## src/rtl/wb_stage_pkg.sv

```systemverilog
// Shared MIPS decode constants and load-extension helper for the writeback stage.
package mips_defs;

  localparam int DATA_W = 32;
  localparam int REG_W  = 5;
  localparam int NUM_RD = 2;

  localparam logic [5:0] OP_RTYPE = 6'h00;
  localparam logic [5:0] OP_JAL   = 6'h03;
  localparam logic [5:0] OP_ORI   = 6'h0d;
  localparam logic [5:0] OP_LUI   = 6'h0f;
  localparam logic [5:0] OP_LB    = 6'h20;
  localparam logic [5:0] OP_LH    = 6'h21;
  localparam logic [5:0] OP_LW    = 6'h23;
  localparam logic [5:0] OP_LBU   = 6'h24;
  localparam logic [5:0] OP_LHU   = 6'h25;

  localparam logic [5:0] FN_JR    = 6'h08;
  localparam logic [5:0] FN_JALR  = 6'h09;
  localparam logic [5:0] FN_ADDU  = 6'h21;
  localparam logic [5:0] FN_SUBU  = 6'h23;

  localparam logic [REG_W-1:0] REG_RA = 5'd31;

  typedef enum logic [1:0] {
    WB_ALU  = 2'd0,
    WB_MEM  = 2'd1,
    WB_LINK = 2'd2
  } wb_src_e;

  // Little-endian lane pick; halfword ignores addr[0] since misalignment traps earlier.
  function automatic logic [DATA_W-1:0] load_ext(input logic [5:0] op,
                                                 input logic [DATA_W-1:0] dr,
                                                 input logic [1:0] addr);
    logic [7:0]  b;
    logic [15:0] h;
    b = dr[{addr, 3'b000} +: 8];
    h = addr[1] ? dr[31:16] : dr[15:0];
    case (op)
      OP_LB:   load_ext = {{24{b[7]}}, b};
      OP_LBU:  load_ext = {24'h0, b};
      OP_LH:   load_ext = {{16{h[15]}}, h};
      OP_LHU:  load_ext = {16'h0, h};
      default: load_ext = dr;
    endcase
  endfunction

endpackage

```

## src/rtl/wb_stage_grf.sv

```systemverilog
// 32x32 general register file: async active-low clear, one write port, bypassed read ports.
module grf
  import mips_defs::*;
(
  input  logic                          clk,
  input  logic                          reset,
  input  logic                          we_i,
  input  logic [REG_W-1:0]              wa_i,
  input  logic [DATA_W-1:0]             wd_i,
  input  logic [NUM_RD-1:0][REG_W-1:0]  ra_i,
  output logic [NUM_RD-1:0][DATA_W-1:0] rd_o
);

  logic [31:0][DATA_W-1:0] regs_q;

  always_ff @(posedge clk or negedge reset) begin
    if (!reset)
      regs_q <= '0;
    else if (we_i && (wa_i != '0))
      regs_q[wa_i] <= wd_i;
  end

  // Same-cycle writes are forwarded so D never waits on W.
  for (genvar p = 0; p < NUM_RD; p++) begin : g_rd
    always_comb begin
      rd_o[p] = '0;
      if (ra_i[p] != '0) begin
        if (we_i && (ra_i[p] == wa_i))
          rd_o[p] = wd_i;
        else
          rd_o[p] = regs_q[ra_i[p]];
      end
    end
  end

endmodule

```

## src/rtl/wb_stage.sv

```systemverilog
// MIPS writeback stage: decode, load extension, write-data select, register file and retire count.
module wb_stage
  import mips_defs::*;
(
  input  logic              clk,
  input  logic              reset,
  input  logic [DATA_W-1:0] IR_W,
  input  logic [DATA_W-1:0] PC4_W,
  input  logic [DATA_W-1:0] AO_W,
  input  logic [DATA_W-1:0] DR_W,
  input  logic [REG_W-1:0]  RA1,
  input  logic [REG_W-1:0]  RA2,
  output logic [DATA_W-1:0] RD1,
  output logic [DATA_W-1:0] RD2,
  output logic              WE_W,
  output logic [REG_W-1:0]  WA_W,
  output logic [DATA_W-1:0] WD_W,
  output logic [DATA_W-1:0] RETIRED
);

  logic [5:0]       op, fn;
  logic [REG_W-1:0] rs_unused, rt, rd;
  logic             wr;
  logic [REG_W-1:0] dst;
  wb_src_e          src;
  logic [DATA_W-1:0] retired_q, retired_d;
  logic [NUM_RD-1:0][REG_W-1:0]  ra;
  logic [NUM_RD-1:0][DATA_W-1:0] rdat;
  logic             shamt_unused;

  assign op           = IR_W[31:26];
  assign rs_unused    = IR_W[25:21];
  assign rt           = IR_W[20:16];
  assign rd           = IR_W[15:11];
  assign fn           = IR_W[5:0];
  assign shamt_unused = ^IR_W[10:6];

  always_comb begin
    wr  = 1'b0;
    dst = rd;
    src = WB_ALU;
    case (op)
      OP_RTYPE: begin
        if (fn == FN_ADDU || fn == FN_SUBU) wr = 1'b1;
        if (fn == FN_JALR) begin
          wr  = 1'b1;
          src = WB_LINK;
        end
      end
      OP_ORI, OP_LUI: begin
        wr  = 1'b1;
        dst = rt;
      end
      OP_LW, OP_LB, OP_LBU, OP_LH, OP_LHU: begin
        wr  = 1'b1;
        dst = rt;
        src = WB_MEM;
      end
      OP_JAL: begin
        wr  = 1'b1;
        dst = REG_RA;
        src = WB_LINK;
      end
      default: ;
    endcase
  end

  assign WE_W = wr && (dst != '0);
  assign WA_W = WE_W ? dst : '0;

  // Link value skips the delay slot.
  always_comb begin
    case (src)
      WB_MEM:  WD_W = load_ext(op, DR_W, AO_W[1:0]);
      WB_LINK: WD_W = PC4_W + 32'd4;
      default: WD_W = AO_W;
    endcase
  end

  assign ra  = {RA2, RA1};
  assign RD1 = rdat[0];
  assign RD2 = rdat[1];

  grf u_grf (
    .clk   (clk),
    .reset (reset),
    .we_i  (WE_W),
    .wa_i  (WA_W),
    .wd_i  (WD_W),
    .ra_i  (ra),
    .rd_o  (rdat)
  );

  assign retired_d = (IR_W != '0) ? retired_q + 32'd1 : retired_q;

  always_ff @(posedge clk or negedge reset) begin
    if (!reset) retired_q <= '0;
    else        retired_q <= retired_d;
  end

  assign RETIRED = retired_q;

endmodule
```

## config.mk

```make
export PLATFORM = sky130hd
export DESIGN_NAME = wb_stage
export DESIGN_NICKNAME = d
export VERILOG_FILES = /design/src/rtl/wb_stage_pkg.sv /design/src/rtl/wb_stage_grf.sv /design/src/rtl/wb_stage.sv
export SDC_FILE = /design/constraint.sdc
export NUM_CORES = 2
export LEC_CHECK = 0
export CAP_MARGIN = 30
export CORE_UTILIZATION = 50
export DETAILED_ROUTE_END_ITERATION = 12
export PLACE_DENSITY = 0.68
export SLEW_MARGIN = 10
export SYNTH_ARGS = -nofsm -noshare
export SYNTH_HDL_FRONTEND = slang
export SYNTH_SLANG_ARGS = --single-unit
export TNS_END_PERCENT = 30
```

## constraint.sdc

```tcl
create_clock -name clk -period 9 [get_ports clk]
set_clock_uncertainty 0.05 [all_clocks]
set_input_delay 2.7 -clock clk [delete_from_list [all_inputs] [get_ports clk]]
set_output_delay 2.7 -clock clk [all_outputs]
set_load 0.01 [all_outputs]
```

==> results <==
- Ranked by total cell area, the synthesized netlist is headed by sky130_fd_sc_hd__dfrtp_1 46%, sky130_fd_sc_hd__mux4_2 25%, sky130_fd_sc_hd__a21oi_1 5.5%.
- The count of nets left with antenna violations once routing finished came out at 0.
- Pin placement for this block handled 274 I/O pins.
- The launching element type of the critical path is an input pin.
- Summing every instance area after synthesis gives about 57000 um2.
- Signal routing reaches up to met5.
- The remaining global-route overflow is 0.
- The final reports fail on negative setup slack.
- The number of unique standard cell types used by synthesis is 83.
- The worst setup path is captured at an output pin.
- The post-synthesis cell count is 4944.
- In this run the static leakage power is 29.2 nW.
- Headroom to the max-slew limit came out at 27.2%.
- The sequential area share after synthesis is around 46%.
- For the worst setup path, the data arrival time is 6.29 ns.
- The routed length on met1 is between 70 and 80 mm.
- The clock tree root driver cell is sky130_fd_sc_hd__clkbuf_16.
- After clock tree synthesis, the flow added hold-fix buffers numbering 0.
- The worst-path cell with the longest stage delay is sky130_fd_sc_hd__or4_4.
- The multi-input combinational cells in the finished layout cover a total of between 20000 and 30000 um2.
- In the synthesized netlist, the cells that appear most often are 1056 x sky130_fd_sc_hd__dfrtp_1, 641 x sky130_fd_sc_hd__mux4_2, 630 x sky130_fd_sc_hd__nor2_1.
- For the pin with the worst max-slew slack, the measured transition is 1.09 ns.
- The final layout contains 5237 nets.
- The starting density of the core is 50.5%.
- The worst register-to-register path has a depth of 7.
- The number of buffers created by CTS is between 100 and 150.
- The clock tree from TritonCTS is yes.
- The register bit count reported by yosys is roughly 1100.
- Setup violations remaining at the end of the flow were counted as 3.
- Summed over its instances, the top area cell type makes up 46.4% of the synthesized netlist area.
- Data on the critical path is required at its endpoint by about 6.3 ns.
- Routability-driven placement finished with a final weighted congestion of 0.995.
- The wire length after detailed routing is 195 mm.
- In this run the register-to-register setup slack is just over 6 ns.
- For the worst-skew pair, the clock arrives at the later sink with an insertion delay of 0.72 ns.
- The global-route wire length before repair is 291 mm.
- The floorplan die height is 340 um.
- Relative to the synthesized area, the layout overhead comes to 17.8%.
- The aggregate global-route resource usage is between 30% and 40%.
- The maximum clock rate is 111 MHz.
- The final core utilization is 59.5%.
- The wire length per cell after detailed routing is slightly below 30 um.
- The count of clock tree sinks is 1056.
- The signal on the critical path passes through clkdlybuf4s50_1, or4_4, nor4b_4, a31oi_4, ha_4, nand2b_1, a21oi_2, a21boi_4, buf_6, buf_4, o21ai_0, o211a_2, inv_1, buf_4, clkdlybuf4s50_1.
- In this run the critical register-to-register path is captured at RETIRED[28].
- Of all nets on the critical path, the largest fanout is 8.
- The final number of max-transition violations is 0.
- The category of the critical setup timing path is in2out.
- The H-tree generated during clock tree synthesis spans 3 levels.
- Using the TritonRoute via totals, the vias-per-cell ratio works out to 6.59.
- In this design, the stage delay of the slowest critical-path cell is 0.55 ns.
- After detailed routing, the number of remaining DRC violations is 0.
- In this run the most critical hold path is launched from u_grf.regs_q[3].
- The cell type with the largest total area after synthesis is sky130_fd_sc_hd__dfrtp_1.
- In this run the critical register-to-register path is launched from RETIRED[4].
- Counting every net in the synthesized netlist gives 5088.
- In the final layout, flip-flops and latches occupy 26400 um2.
- Input and output buffers added on the ports amount to 273.
- The number of core rows is 123.
- The count of buffering cells on the critical path with inverters included is 6.
- In this run the deepest clock path goes through 3 buffers.
- Setup repair after global routing could not meet its margin everywhere.
- The terminating pin of the worst hold path is u_grf.regs_q[3].
- Entering global routing, the biggest net connects 159 pins.
- The final cell area excluding filler cells is roughly 67000 um2.
- The core region is about 110000 um2.
- Once routing completed, OpenROAD measured the worst setup slack at -0.0373 ns.
- The share of flip-flops with an asynchronous set or reset after synthesis is 100%.
- Counting instances, the worst hold path has a depth of 0.
- The total power is 0.0116 W.
- The number of endpoints with negative hold slack in the final report was 0.
- The max-cap violation count is 0.
- The power density over the cells is 173 nW/um2.
- Counting tap cells, the placed design contains a total of around 6500 instances.
- The number of global-route vias before repair came to 43766.
- The wire length on met3 is between 20 and 25 mm.
- The clock period minus final worst setup slack is roughly 9.0 ns.
- After filler insertion, the fill cell instance count of the layout stands at ~8900.
- The worst min-delay path category is reg2reg.
- The total length of routed met2 wires is 88.5 mm.
- In this run the cell area measured after placement is 63000 um2.
- The dominant delay contributor by cell family on the critical path is buffers and inverters.
- Of the cells placed in the final design, the portion with a size suffix greater than 1 is roughly 26%.
- After the flow finishes, the layout carries non-filler instances totaling 6681.
- The part of the cycle the worst path needs is 100%.
- During synthesis, Yosys emitted a total of 0 warnings.
- For this block, the via count after detailed routing is 44010.
- The number of antenna violations at the first check in global routing is 2.
- The mean area per synthesized cell is 11.5 um2.
- The primary flip-flop cell chosen by synthesis mapping is sky130_fd_sc_hd__dfrtp_1.
- The flow ran to the end, but the final reports show violations.
- The most numerous cell in the Yosys netlist is sky130_fd_sc_hd__dfrtp_1.
- Before antenna repair, the detailed router went through 7 iterations.
- The die covers 115000 um2.
- The post-CTS clock slew at the launch and capture registers of the worst setup and hold paths is 0.06 ns.
- The number of synthesized flops with an enable pin is 0.
- The placed wire-length estimate is 124 mm.
- The width of the die is 340 um.
- The highest ir drop seen on vdd is 0.162 mV.
- The violation count after the first detailed-routing iteration is 5599.
## cell type report
class / instances / area share [%]
Multi-Input combinational cell: 3279 / 42.8
Sequential cell: 1056 / 39.4
Timing Repair Buffer: 599 / 9.45
Clock buffer: 167 / 4.74
Tap cell: 1500 / 2.80
Clock inverter: 28 / 0.613
Inverter: 49 / 0.274
Antenna cell: 3 / 0.0112
## what timing repair did
item | in CTS | in global routing
setup buffers | 1 | 9
resized for setup | 74 | 88
pin swaps | 3 | 8
endpoints found under the setup margin | 95 | 73
cloned | 0 | 2
## per-layer routing
metal,global-route usage [%],vias up
met5,0,-
met4,15.5,4
met3,8.52,479
met2,50.9,2536
met1,47.3,22508
li1,-,18483
## flip-flops by register name (all words and copies together) (netlist names)
name,flops
u_grf.regs_q,1024
RETIRED,32
## metrics by stage
stage | setup TNS, ns | hold WS [ns] | setup WS (ns)
3_5_place_dp | -38.98 | 0.332 | -0.811
5_1_grt | -1.07 | 0.356 | -0.168
6_report | -0.0830 | 0.344 | -0.0373
4_1_cts | -1.96 | 0.347 | -0.158
3_3_place_gp | -28.71 | 0.327 | -0.781
2_1_floorplan | 0 | 0.391 | 0.371
## placed cells by master (no fill, tap or decap), types with 14 or more instances in the layout
| master | count |
|---|---|
| sky130_fd_sc_hd__o211ai_1 | 16 |
| sky130_fd_sc_hd__xor2_1 | 21 |
| sky130_fd_sc_hd__dlymetal6s2s_1 | 27 |
| sky130_fd_sc_hd__clkbuf_1 | 33 |
| sky130_fd_sc_hd__a211oi_1 | 23 |
| sky130_fd_sc_hd__inv_1 | 45 |
| sky130_fd_sc_hd__o31ai_1 | 23 |
| sky130_fd_sc_hd__buf_4 | 240 |
| sky130_fd_sc_hd__clkdlybuf4s50_1 | 197 |
| sky130_fd_sc_hd__mux4_2 | 641 |
| sky130_fd_sc_hd__mux2i_1 | 46 |
| sky130_fd_sc_hd__buf_12 | 68 |
| sky130_fd_sc_hd__and3_4 | 14 |
| sky130_fd_sc_hd__dfrtp_1 | 1056 |
| sky130_fd_sc_hd__nand4_1 | 40 |
| sky130_fd_sc_hd__xnor2_1 | 37 |
| sky130_fd_sc_hd__mux2_2 | 57 |
| sky130_fd_sc_hd__clkbuf_8 | 26 |
| sky130_fd_sc_hd__nor3_1 | 15 |
| sky130_fd_sc_hd__nand3_1 | 27 |
| sky130_fd_sc_hd__nand2_1 | 428 |
| sky130_fd_sc_hd__a21oi_1 | 623 |
| sky130_fd_sc_hd__dlygate4sd2_1 | 23 |
| sky130_fd_sc_hd__o21ai_0 | 407 |
| sky130_fd_sc_hd__clkbuf_16 | 109 |
| sky130_fd_sc_hd__nor2_1 | 627 |
## logic make-up after synthesis
kind of cell    synth area share (%)
fa+ha+maj                     0.0878
simple gates                    9.53
mux                             27.4
buf+inv                         4.30
flops                           46.4
compound gates                  11.4
xor+xnor                       0.891
## report_power, final
part | switching, W | internal (W)
logic | 0.000910 | 0.000836
registers | 0.000235 | 0.00505
clock network | 0.00198 | 0.00261
total | 0.00312 | 0.00850
## how the worst max path moves through the flow
stage / from / to / depth (start not counted)
2_1_floorplan: IR_W[31] / RD1[11] / 13
3_3_place_gp: IR_W[28] / RD2[28] / 14
3_5_place_dp: IR_W[28] / RD2[28] / 14
4_1_cts: IR_W[31] / RD1[7] / 14
5_1_grt: IR_W[29] / WD_W[18] / 15
6_report: IR_W[29] / WD_W[18] / 15
No activity file was read; power rests on OpenSTA's default activity.
